<file path="src/rtl/bpsk_pkg.sv">
// Shared types and defaults for the BPSK modulator.
package bpsk_pkg;

  typedef enum logic {
    IDLE = 1'b0,
    RUN  = 1'b1
  } state_t;

  localparam int DEF_SAMPLE_NUMBER = 256;
  localparam int DEF_SAMPLE_WIDTH  = 12;
  localparam int DEF_DATA_WIDTH    = 12;

  // Counter width for a range of n values; never narrower than one bit.
  function automatic int calcWidth(input int n);
    return (n > 1) ? $clog2(n) : 1;
  endfunction

endpackage

</file>
<file path="src/rtl/bpsk_bit_serializer.sv">
// Latches the data word and walks it LSB-first, one bit per carrier period.
// Define BPSK_MOD_DIFF_EN to differentially encode the bit stream (DBPSK).
module bpsk_bit_serializer
  import bpsk_pkg::*;
#(
  parameter int SAMPLE_NUMBER = DEF_SAMPLE_NUMBER,
  parameter int DATA_WIDTH    = DEF_DATA_WIDTH,
  localparam int CW           = calcWidth(SAMPLE_NUMBER),
  localparam int BW           = calcWidth(DATA_WIDTH)
) (
  input  logic                  clk,
  input  logic                  rst,
  input  logic                  i_load,
  input  logic                  i_run,
  input  logic [CW-1:0]         i_cnt,
  input  logic [DATA_WIDTH-1:0] i_data,
  output logic                  o_bit,
  output logic                  o_boundary
);

  logic [DATA_WIDTH-1:0] r_sel;
  logic [BW-1:0]         r_selCnt;
  logic                  w_rawBit;
  logic                  w_lastBit;

  assign w_rawBit   = r_sel[r_selCnt];
  assign w_lastBit  = (r_selCnt == BW'(DATA_WIDTH - 1));
  assign o_boundary = i_run && (i_cnt == CW'(SAMPLE_NUMBER - 1));

`ifdef BPSK_MOD_DIFF_EN
  logic r_ref;

  assign o_bit = w_rawBit ^ r_ref;

  // The reference carries the previously transmitted symbol across words.
  always_ff @(posedge clk) begin
    if (rst) begin
      r_ref <= 1'b0;
    end else if (i_load) begin
      r_ref <= 1'b0;
    end else if (o_boundary) begin
      r_ref <= o_bit;
    end
  end
`else
  assign o_bit = w_rawBit;
`endif

  // Explicit wrap at the last bit keeps non-power-of-two word widths correct.
  always_ff @(posedge clk) begin
    if (rst) begin
      r_sel    <= '0;
      r_selCnt <= '0;
    end else if (i_load) begin
      r_sel    <= i_data;
      r_selCnt <= '0;
    end else if (o_boundary) begin
      if (w_lastBit) begin
        r_sel    <= i_data;
        r_selCnt <= '0;
      end else begin
        r_selCnt <= r_selCnt + BW'(1);
      end
    end
  end

endmodule

</file>
<file path="src/rtl/bpsk_mod.sv">
// BPSK modulator: picks the positive or negated carrier sample per data bit.
// Define BPSK_MOD_DIFF_EN for differential BPSK (handled in the serializer).
module bpsk_mod
  import bpsk_pkg::*;
#(
  parameter int SAMPLE_NUMBER = DEF_SAMPLE_NUMBER,
  parameter int SAMPLE_WIDTH  = DEF_SAMPLE_WIDTH,
  parameter int DATA_WIDTH    = DEF_DATA_WIDTH,
  localparam int CW           = calcWidth(SAMPLE_NUMBER)
) (
  input  logic                    clk,
  input  logic                    rst,
  input  logic                    en,
  input  logic [DATA_WIDTH-1:0]   data,
  input  logic [SAMPLE_WIDTH-1:0] sine_in,
  input  logic [SAMPLE_WIDTH-1:0] neg_sine_in,
  input  logic [CW-1:0]           cnt_in,
  output logic [SAMPLE_WIDTH-1:0] signal_out
);

  state_t                  r_state;
  state_t                  w_nextState;
  logic [SAMPLE_WIDTH-1:0] r_signalOut;
  logic                    w_load;
  logic                    w_run;
  logic                    w_bit;
  logic                    w_boundary;

  assign w_load     = (r_state == IDLE) && en;
  assign w_run      = (r_state == RUN) && en;
  assign signal_out = r_signalOut;

  bpsk_bit_serializer #(
    .SAMPLE_NUMBER(SAMPLE_NUMBER),
    .DATA_WIDTH   (DATA_WIDTH)
  ) u_serializer (
    .clk       (clk),
    .rst       (rst),
    .i_load    (w_load),
    .i_run     (w_run),
    .i_cnt     (cnt_in),
    .i_data    (data),
    .o_bit     (w_bit),
    .o_boundary(w_boundary)
  );

  always_ff @(posedge clk) begin
    if (rst) begin
      r_state <= IDLE;
    end else begin
      r_state <= w_nextState;
    end
  end

  always_comb begin
    w_nextState = r_state;
    case (r_state)
      IDLE:    w_nextState = en ? RUN : IDLE;
      RUN:     w_nextState = en ? RUN : IDLE;
      default: w_nextState = IDLE;
    endcase
  end

  // Bit 1 sends the carrier as is, bit 0 sends it inverted; silent otherwise.
  always_ff @(posedge clk) begin
    if (rst) begin
      r_signalOut <= '0;
    end else if (w_run) begin
      r_signalOut <= w_bit ? sine_in : neg_sine_in;
    end else begin
      r_signalOut <= '0;
    end
  end

endmodule

</file>
<file path="config.mk">
export PLATFORM = sky130hd
export DESIGN_NAME = bpsk_mod
export DESIGN_NICKNAME = d
export VERILOG_FILES = /design/src/rtl/bpsk_pkg.sv /design/src/rtl/bpsk_bit_serializer.sv /design/src/rtl/bpsk_mod.sv
export SDC_FILE = /design/constraint.sdc
export NUM_CORES = 1
export LEC_CHECK = 0
export ABC_CLOCK_PERIOD_IN_PS = 2800
export CAP_MARGIN = 30
export CORE_UTILIZATION = 41
export CTS_BUF_LIST = sky130_fd_sc_hd__clkbuf_4 sky130_fd_sc_hd__clkbuf_8 sky130_fd_sc_hd__clkbuf_16
export DETAILED_ROUTE_END_ITERATION = 8
export GPL_TIMING_DRIVEN = 0
export PLACE_DENSITY = 0.79
export SYNTH_ARGS = -nofsm -noshare
export SYNTH_HDL_FRONTEND = slang
export SYNTH_SLANG_ARGS = --single-unit
</file>
<file path="constraint.sdc">
create_clock -name clk -period 2.8 [get_ports clk]
set_clock_uncertainty 0.1 [all_clocks]
set_input_delay 0.56 -clock clk [delete_from_list [all_inputs] [get_ports clk]]
set_output_delay 0.56 -clock clk [all_outputs]
set_load 0.01 [all_outputs]
</file>
Yosys cells after proc, flatten, opt, wreduce, memory -nomap -nowiden
Cells that the tools add are included.
{ "classes": {"bitwise_logic": 2, "reduce_logical": 8, "n_lt_le_gt_ge": 1, "eq_ne": 2, "div_mod_pow": 0, "n_addsub": 1, "shifts": 0, "mux": 8, "mul": 0} }
{ "ops": {"columns": ["op", "n"], "rows": [
  ["$mux W12", 4],
  ["$eq A8 B8 Y1 const B", 1],
  ["$lt A4 B5 Y1 const B", 1],
  ["$add A4 B1 Y4 const B", 1],
  ["$bmux W1 S4", 1],
  ["$eq A4 B4 Y1 const B", 1],
  ["$mux W4", 1],
  ["$reduce_bool A2 Y1", 2],
  ["$reduce_or A2 Y1", 2],
  ["$logic_and A1 B1 Y1", 3],
  ["$mux W1", 2],
  ["$not A1 Y1", 2],
  ["$reduce_and A2 Y1", 1]
]} }
{ "totals": {"word_cells": 26, "ram_bits": 0, "latchBits": 0, "regBits": 29, "n_memories": 0, "out_inout_bits": 12, "in_bits": 47, "rom_bits": 0} }

Depth between registers and ports, before layout
Gate-level depths: netlist (run 1).
{ "logic_depth": {"ltp_word": 4, "mapped_depth": 6, "ltp_nobuf": 5} }

Cells and area by module
A second synthesis (run 1) with hierarchy kept.
{ "unflattened": {"hier_cells": 125, "hier_area_um2": 1330.0} }
{ "modules_own_cells": {"columns": ["module", "area_each_um2", "cells_per_inst", "instances", "seq_area_each_um2"], "rows": [
  ["bpsk_bit_serializer", 862.1, 82, 1, 320.3],
  ["bpsk_mod", 467.9, 43, 1, 260.2]
]} }

Least setup slack after synthesis (run 1)
Ideal clock, no wire load.
{ "synth_timing": {"path_type": "reg2reg", "startpoint": "reg u_serializer.r_selCnt[0]", "endpoint": "reg r_signalOut[10] (netlist: signal_out[10])", "required_ps": 2628, "path_stages_with_launch": 7, "setup_time_ps": 72, "n_path_buf": 2, "synth_period_minus_slack_ps": 1929, "arrival_time_ps": 1758, "setup_slack_ps": 871, "path_cell_list": "dfxtp_1 -> buf_6 -> mux4_2 -> and3b_1 -> a211oi_2 -> buf_6 -> mux2i_1"} }
{ "synth_via": {"elab_chain_cells": 3} }
{ "synth_lines": {"columns": ["element", "line", "text"], "rows": [
  ["from (decl)", "bpsk_bit_serializer.sv:22", "logic [BW-1:0] r_selCnt;"],
  ["from (signal assigned)", "bpsk_bit_serializer.sv:62", "r_selCnt <= r_selCnt + BW'(1);"],
  ["$bmux W1 S4", "bpsk_bit_serializer.sv:26", "assign w_rawBit = r_sel[r_selCnt];"],
  ["$mux W1 (implied by the code)", "bpsk_bit_serializer.sv:26", null],
  ["$mux W12", "bpsk_mod.sv:69", "r_signalOut <= w_bit ? sine_in : neg_sine_in;"],
  ["to (signal assigned)", "bpsk_mod.sv:69", null],
  ["to (decl)", "bpsk_mod.sv:23", "logic [SAMPLE_WIDTH-1:0] r_signalOut;"]
]} }
No other way between the ends. The select of a mux whose other input is x is not followed.
A chain may end at the register's enable or synchronous reset.

Final worst setup path (run 1)
{ "layout_timing": {"startpoint": "in cnt_in[6]", "endpoint": "reg u_serializer.r_sel[0]"} }
{ "layout_via": {"elab_chain_cells": 4} }
{ "layout_lines": {"columns": ["element", "line", "text"], "rows": [
  ["from (decl)", "bpsk_mod.sv:17", "input logic [CW-1:0] cnt_in,"],
  ["$eq A8 B8 Y1", "bpsk_bit_serializer.sv:28", "assign o_boundary = i_run && (i_cnt == CW'(SAMPLE_NUMBER - 1));"],
  ["$logic_and A1 B1 Y1", "bpsk_bit_serializer.sv:28", null],
  ["$reduce_bool A2 Y1 (no line)", null, null],
  ["$reduce_and A2 Y1 (no line)", null, null],
  ["to (signal assigned)", "bpsk_bit_serializer.sv:55", "r_sel <= i_data;"],
  ["to (signal assigned)", "bpsk_bit_serializer.sv:59", "r_sel <= i_data;"],
  ["to (decl)", "bpsk_bit_serializer.sv:21", "logic [DATA_WIDTH-1:0] r_sel;"]
]} }
No other way between the ends.

==> summary.md, run 1 <==
| Metric | Value |
|---|---|
| Status | `completed` |
| Switching Share | `a little under a quarter` |
| Layout Nets | `~260` |
| Total wire length | `around 3200 um` |
| Total of max-cap violations | `0` |
| Ys flop type | `dfxtp_1` |
| Reg clk slew, reported paths | `approximately 0.08 ns` |
| Diode count | `0` |
| Crit path max fanout | `10` |
| Number of synthesized flops with an enable pin | `0` |
| Reg2reg start | `u_serializer.r_selCnt[0]$_SDFFE_PP0P_` |
| Met3 wire length | `~180 um` |
| Syn Area/Cell | `8.85 um^2` |
| Worst endpoint required time | `a little under 3 ns` |
| Clock tree buffer depth | `2` |
| Ranking of synthesized cells by area | `dfxtp_1, mux2i_1, nand2_1` |
| Net count after synthesis | `roughly 200` |
| Worst flop-to-flop path endpoint | `signal_out[3]$_SDFF_PP0_` |
| DIE AREA | `3450 um^2` |
| Layout cells sized above 1 | `under 10%` |
| WL per Instance | `~13 um` |
| R2R setup slack | `approximately 0.70 ns` |
| Gr usage total | `about a fifth` |
| Cell variety after synth | `28` |
| Wire length on met2 | `between 1500 and 2000 um` |
| Switching power total | `~190 uW` |
| Min cycle time layout | `2.17 ns` |
| Slew margin rel. | `70.1%` |
| Initial DRC count | `48` |
| Root buffer cell | `clkbuf_4` |
| RSZ-0062 raised after global routing | `false` |
| Peak VDD IR | `roughly 0.28 mV` |
| Origin of the worst min-delay path | `u_serializer.r_sel[8]$_SDFFE_PP0P_` |
| CTS tree | `done` |
| Die width | `~59 um` |
| Synth async-reset ratio | `0%` |
| Cells after Synth | `~150` |
| Hold path depth | `2` |
| Initial Util | `43.2%` |
| I/O Pins | `59` |
| Cell leakage power | `approximately 0.00076 uW` |
| Highest routed layer | `met4` |
| DR DRC count | `0` |
| Synth warn | `0` |
| Reg2reg path depth | `6` |
| Post-synth top cells | `dfxtp_1, nand2_1, mux2i_1` |
| Max-slew violation count | `0` |
| DP HPWL | `between 2000 and 3000 um` |
| Post-DRT Antenna Nets | `0` |
| Initial antenna violation count | `0` |
| GP Congestion | `around 0.77` |
| Crit Path Class | `in -> reg` |
| Actual slew at the worst max-slew pin | `approximately 0.45 ns` |
| Area growth, synth to finish | `52.7%` |
| Final period util | `~77%` |
| Resize count post-CTS | `0` |
| First-pass GRT wire length | `between 5000 and 6000 um` |
| DR vias | `around 1300` |
| CTS buffer count | `5` |
| Vias per cell | `between 5 and 6` |
| Setup TNS | `0 ns` |
| CTS sink count | `29` |
| Setup violations, final | `0` |
| Worst setup SP type | `input port` |
| Seq/Total Area, Yosys | `44.0%` |
| Power share of the sequential group | `a little over half` |
| Yosys reg bits | `29` |
| WHS | `0.382 ns` |
| Power share of the combinational group | `approximately 16%` |
| Die Y | `~59 um` |
| Crit end category | `register` |
| Min-Delay Endpoint | `u_serializer.r_sel[8]$_SDFFE_PP0P_` |
| Metal-1 WL | `between 1000 and 1500 um` |
| DRT Pass-1 Iters | `4` |
| Core ar. | `3050 um^2` |
| Post-CTS setup buffer count | `0` |
| Pint | `roughly 640 uW` |
| Largest net degree at the start of global routing | `11` |
| Final core occ | `between 60% and 70%` |
| Worst Hold Class | `reg -> reg` |
| Overflow after GRT | `0` |
| PortBufs | `58` |
| Top cell type's share of synthesized area | `44.0%` |
| Pwr/cell area | `about 410 nW/um^2` |
| Clk_lat worst skew | `~0.32 ns` |
| Clk pwr share | `a little under a third` |
| Count leader, synth | `dfxtp_1` |
| Vias in the first global route | `1322` |
| Final Hold Fails | `0` |
| Yosys top cell by area | `dfxtp_1` |
| Cell area after synthesis | `1320 um^2` |
| H-Tree Depth | `2` |
| CTS hold repair buffers | `0` |
| FP Rows | `20` |
| Crit path DAT | `between 2 and 2.5 ns` |
| Fmax | `around 460 MHz` |
-- layer usage --
metal / vias to the layer above / global-route usage (%)
met4: 0 / 11.9
met3: 6 / 5.71
met1: 582 / 25.3
met2: 51 / 34.6
li1: 659 / -
met5: - / 0
-- worst max-delay path, stage by stage --
cell and delay, ns:
clkdlybuf4s50_1 0.46, nand4_1 0.18, o31ai_1 0.43, clkbuf_1 0.40, nand3_1 0.14, a21oi_1 0.14
-- stage by stage --
stage | cell area [um^2] | worst slack [ns] | instances | total power [uW]
floorplan | 1320 | 0.871 | 149 | 489
global placement | 1950 | 0.380 | 251 | 569
detailed placement | 1950 | 0.306 | 251 | 572
CTS | 2010 | 0.631 | 258 | 831
global route | 2010 | 0.447 | 258 | 868
finish | 2010 | 0.631 | 258 | 824
-- power groups by stage --
stage          registers [uW]  logic (uW)  clock network, uW
2_1_floorplan             442        47.0                  0
3_3_place_gp              441         128                  0
3_5_place_dp              442         131                  0
4_1_cts                   432         131                267
5_1_grt                   434         142                291
6_report                  432         131                262
-- sequential cells by signal, summed over array words and instances, names as in the netlist --
register / cells
signal_out: 12
u_serializer.r_sel: 12
u_serializer.r_selCnt: 4
r_state: 1
-- cell families (layout without fill, tap and decap cells) --
kind of cell	count (synthesis)	after routing	share of synthesized area, %
buffers and inverters	12	77	4.55
AOI/OAI and AO/OA	36	36	16.2
adders and majority gates	1	1	0.949
DFF	29	29	44.0
muxes	17	17	15.1
and+or+nand+nor	54	54	19.2
-- cell usage in the layout, fill, tap and decap left out, drive strengths merged --
cell type,instances
clkdlybuf4s50,58
dfxtp,29
nand2,26
mux2i,15
clkbuf,15
a21oi,14
nand3,13
o21ai,13
nor2,3
nand3b,2
nand4,2
inv,2
o31a,2
nor2b,2
buf,2
a221oi,2
or3,2
mux4,2
o31ai,1
and2,1
or2,1
and3b,1
a211oi,1
o21a,1
o21bai,1
o41ai,1
nor3,1
ha,1
-- layout make-up --
cell class                      count  area (um^2)
Buffer                             10         52.6
Clock buffer                        7         58.8
Fill cell                         272         1040
Inverter                            2         7.51
Multi-Input combinational cell    108          678
Sequential cell                    29          581
Tap cell                           44         55.1
Timing Repair Buffer               58          581
-- how the worst max path moves through the flow --
stage / startpoint / to / depth (start not counted) / slack, ns
6_report: cnt_in[6] / u_serializer.r_sel[0]$_SDFFE_PP0P_ / 6 / 0.63
5_1_grt: en / signal_out[3]$_SDFF_PP0_ / 7 / 0.45
4_1_cts: cnt_in[6] / u_serializer.r_sel[6]$_SDFFE_PP0P_ / 6 / 0.63
3_5_place_dp: cnt_in[6] / u_serializer.r_sel[6]$_SDFFE_PP0P_ / 6 / 0.31
3_3_place_gp: cnt_in[6] / u_serializer.r_sel[6]$_SDFFE_PP0P_ / 6 / 0.38
2_1_floorplan: u_serializer.r_selCnt[0]$_SDFFE_PP0P_ / signal_out[10]$_SDFF_PP0_ / 6 / 0.87
(Power assumes the default switching activity.)
==> run 2, diff against run 1 <==
--- a/config.mk
+++ b/config.mk
@@ -5,7 +5,7 @@
 export SDC_FILE = /design/constraint.sdc
 export NUM_CORES = 1
 export LEC_CHECK = 0
-export ABC_CLOCK_PERIOD_IN_PS = 2800
+export ABC_CLOCK_PERIOD_IN_PS = 2000
 export CAP_MARGIN = 30
 export CORE_UTILIZATION = 41
 export CTS_BUF_LIST = sky130_fd_sc_hd__clkbuf_4 sky130_fd_sc_hd__clkbuf_8 sky130_fd_sc_hd__clkbuf_16
==> constraint.sdc (replaced) <==
create_clock -name clk -period 2 [get_ports clk]
set_clock_uncertainty 0.1 [all_clocks]
set_input_delay 0.4 -clock clk [delete_from_list [all_inputs] [get_ports clk]]
set_output_delay 0.4 -clock clk [all_outputs]
set_load 0.01 [all_outputs]
==> run 2 against run 1 <==
Against the previous run: count of clock-buffer cells in the layout did not move; critical endpoint is now signal_out[3]$_SDFF_PP0_; highest routed layer unchanged; wire length rose by 5.4%; power rose by 41%; combinational power rose by 49%; global-route usage rose by 0.79 points; setup slack got worse by 0.63 ns; sequential share of layout area fell by 0.83 points.
==> summary.md, run 2 (same netlist as run 1, synthesis figures left out) <==
| Metric | Value |
|---|---|
| Status | `completed (unchanged)` |
| Crit path max fanout | `5 (was 10)` |
| PnR worst setup slack | `0.000578 ns (was 0.631 ns)` |
| Gr usage total | `22.0% (was 21.2%)` |
| WL per Instance | `13.0 um (was 12.6 um)` |
| Area growth, synth to finish | `57.9% (was 52.7%)` |
| Clk_lat worst skew | `0.32 ns (about the same)` |
| Layout cells sized above 1 | `11.4% (was 5.61%)` |
| Final period util | `~100%` |
| Post-placement cell area | `1950 um^2 (unchanged)` |
| Critical Path, Cell by Cell | `buf_6 > mux4_2 > and3b_2 > a211oi_4 > buf_6 > mux2i_1 (was clkdlybuf4s50_1 > nand4_1 > o31ai_1 > clkbuf_1 > nand3_1 > a21oi_1)` |
| Vias per cell | `5.02 (was 5.03)` |
| Min cycle time layout | `2.00 ns` |
| Overflow after GRT | `0 (unchanged)` |
| H-Tree Depth | `2 (unchanged)` |
| CTS tree | `done (unchanged)` |
| Peak VDD IR | `0.395 mV (was 0.283 mV)` |
| Vias in the first global route | `1351 (was 1322)` |
| RSZ-0062 raised after global routing | `true (was false)` |
| Clock tree buffer depth | `2 (unchanged)` |
| Crit Path Class | `reg -> reg (was in -> reg)` |
| DIE AREA | `3450 um^2 (unchanged)` |
| Fmax | `between 500 and 600 MHz` |
| PortBufs | `58 (unchanged)` |
| GP Congestion | `0.771 (unchanged)` |
| Total of max-cap violations | `0 (unchanged)` |
| Setup TNS | `0 ns (unchanged)` |
| First-pass GRT wire length | `5730 um (was 5550 um)` |
| Slowest cell on the critical path | `mux4_2 (was clkdlybuf4s50_1)` |
| Place WS | `-0.334 ns (was 0.306 ns)` |
| Total wire length | `3420 um (was 3250 um)` |
| Crit-path leading delay family | `multiplexers (was buffers and inverters)` |
| WHS | `0.380 ns (was 0.382 ns)` |
| Final Hold Fails | `0 (unchanged)` |
| Post-DRT Antenna Nets | `0 (unchanged)` |
| CTS sink count | `29 (unchanged)` |
| DR DRC count | `0 (unchanged)` |
| DR vias | `1320 (was 1298)` |
| Crit path largest cell delay | `0.47 ns (was 0.46 ns)` |
| Pwr/cell area | `560 nW/um^2 (was 410 nW/um^2)` |
| Actual slew at the worst max-slew pin | `0.457 ns (was 0.448 ns)` |
| Cell leakage power | `0.000802 uW (was 0.000761 uW)` |
| Setup violations, final | `0 (unchanged)` |
| FP Rows | `20 (unchanged)` |
| Max-slew violation count | `0 (unchanged)` |
| WP buf/inv | `2 (unchanged)` |
| Core ar. | `3050 um^2 (unchanged)` |
| Worst endpoint required time | `2.15 ns (was 2.94 ns)` |
| Largest net degree at the start of global routing | `11 (unchanged)` |
| Crit end category | `register (unchanged)` |
| Die width | `58.7 um (unchanged)` |
| Worst setup SP type | `register (was input port)` |
| I/O Pins | `59 (unchanged)` |
| Slew margin rel. | `69.5% (was 70.1%)` |
| CTS hold repair buffers | `0 (unchanged)` |
| CP most frequent cell | `buf_6` |
| Commonest non-fill, non-tap cells in the layout | `clkdlybuf4s50_1, dfxtp_1, nand2_1, mux2i_1, a21oi_1 (unchanged)` |
| Initial DRC count | `63 (was 48)` |
| Crit path DAT | `2.15 ns (was 2.31 ns)` |
| Initial Util | `43.2% (unchanged)` |
| DP HPWL | `2550 um (unchanged)` |
| Root buffer cell | `clkbuf_4 (unchanged)` |
| Worst Hold Class | `reg -> reg (unchanged)` |
| CTS buffer count | `5 (unchanged)` |
| Design Area, Final | `2080 um^2 (was 2010 um^2)` |
| Die Y | `58.7 um (unchanged)` |
| Most common cell after layout, fill and taps aside | `clkdlybuf4s50_1 (unchanged)` |
| Layout Nets | `267 (was 262)` |
| DRT Pass-1 Iters | `4 (unchanged)` |
| Initial antenna violation count | `0 (unchanged)` |
| Diode count | `0 (unchanged)` |
| Reg clk slew, reported paths | `0.09 ns (was 0.08 ns)` |
==> run 2: cell types whose count changed in the layout (fill, tap and decap cells not counted), moves of 2 or more <==
cell      change
buf_4         +4
clkbuf_1      -3
clkbuf_2      +2
dfxtp_1       -2
dfxtp_2       +2
==> run 2: worst min-delay path: cells and delay by family (launching register included) <==
family | cells | cell delay (ns)
AO/OA/AOI/OAI | 2 | 0.12
flip-flops | 1 | 0.31
==> run 2: cell type report <==
type	instances	area (um^2)
Tap cell	44	55.1
Inverter	2	7.51
Sequential cell	29	583
Clock buffer	7	58.8
Timing Repair Buffer	63	622
Fill cell	258	971
Buffer	10	58.8
Multi-Input combinational cell	108	697
==> run 2: stage by stage <==
step	util (%)	cells	power (uW)
floorplan	-	149	684
global placement	64.0	251	796
detailed placement	64.0	251	801
CTS	67.2	261	1170
global route	68.2	263	1230
finish	68.2	263	1170
==> run 2: path summary, 6_finish.rpt <==
path	slack (ns)	start	depth (start not counted)	to
worst max-delay path	0.0006	u_serializer.r_selCnt[0]$_SDFFE_PP0P_	6	signal_out[3]$_SDFF_PP0_
worst min-delay path	0.38	u_serializer.r_sel[8]$_SDFFE_PP0P_	2	u_serializer.r_sel[8]$_SDFFE_PP0P_
worst max register to register	0.0006	u_serializer.r_selCnt[0]$_SDFFE_PP0P_	6	signal_out[3]$_SDFF_PP0_
worst min register to register	0.38	u_serializer.r_sel[8]$_SDFFE_PP0P_	2	u_serializer.r_sel[8]$_SDFFE_PP0P_
==> run 2: timing repair <==
item,4_1_cts,5_1_grt
setup endpoints to repair,20,22
gates resized for setup,6,9
buffers inserted,2,2
gates cloned,1,0
pin swaps,0,2
==> run 2: metal layers <==
| layer | wire [um] | vias to the layer above | global-route usage [%] |
|---|---|---|---|
| met5 | 0 | - | 0 |
| met4 | 66 | 0 | 11.2 |
| met3 | 173 | 8 | 6.15 |
| met2 | 1690 | 48 | 36.0 |
| met1 | 1500 | 592 | 26.5 |
| li1 | - | 672 | - |
==> run 2: where the power goes <==
| group | internal, uW | switching [uW] | total [uW] |
|---|---|---|---|
| Combinational | 126 | 69.3 | 195 |
| Sequential | 596 | 8.49 | 605 |
| Clock | 179 | 187 | 366 |
| Total | 901 | 264 | 1170 |
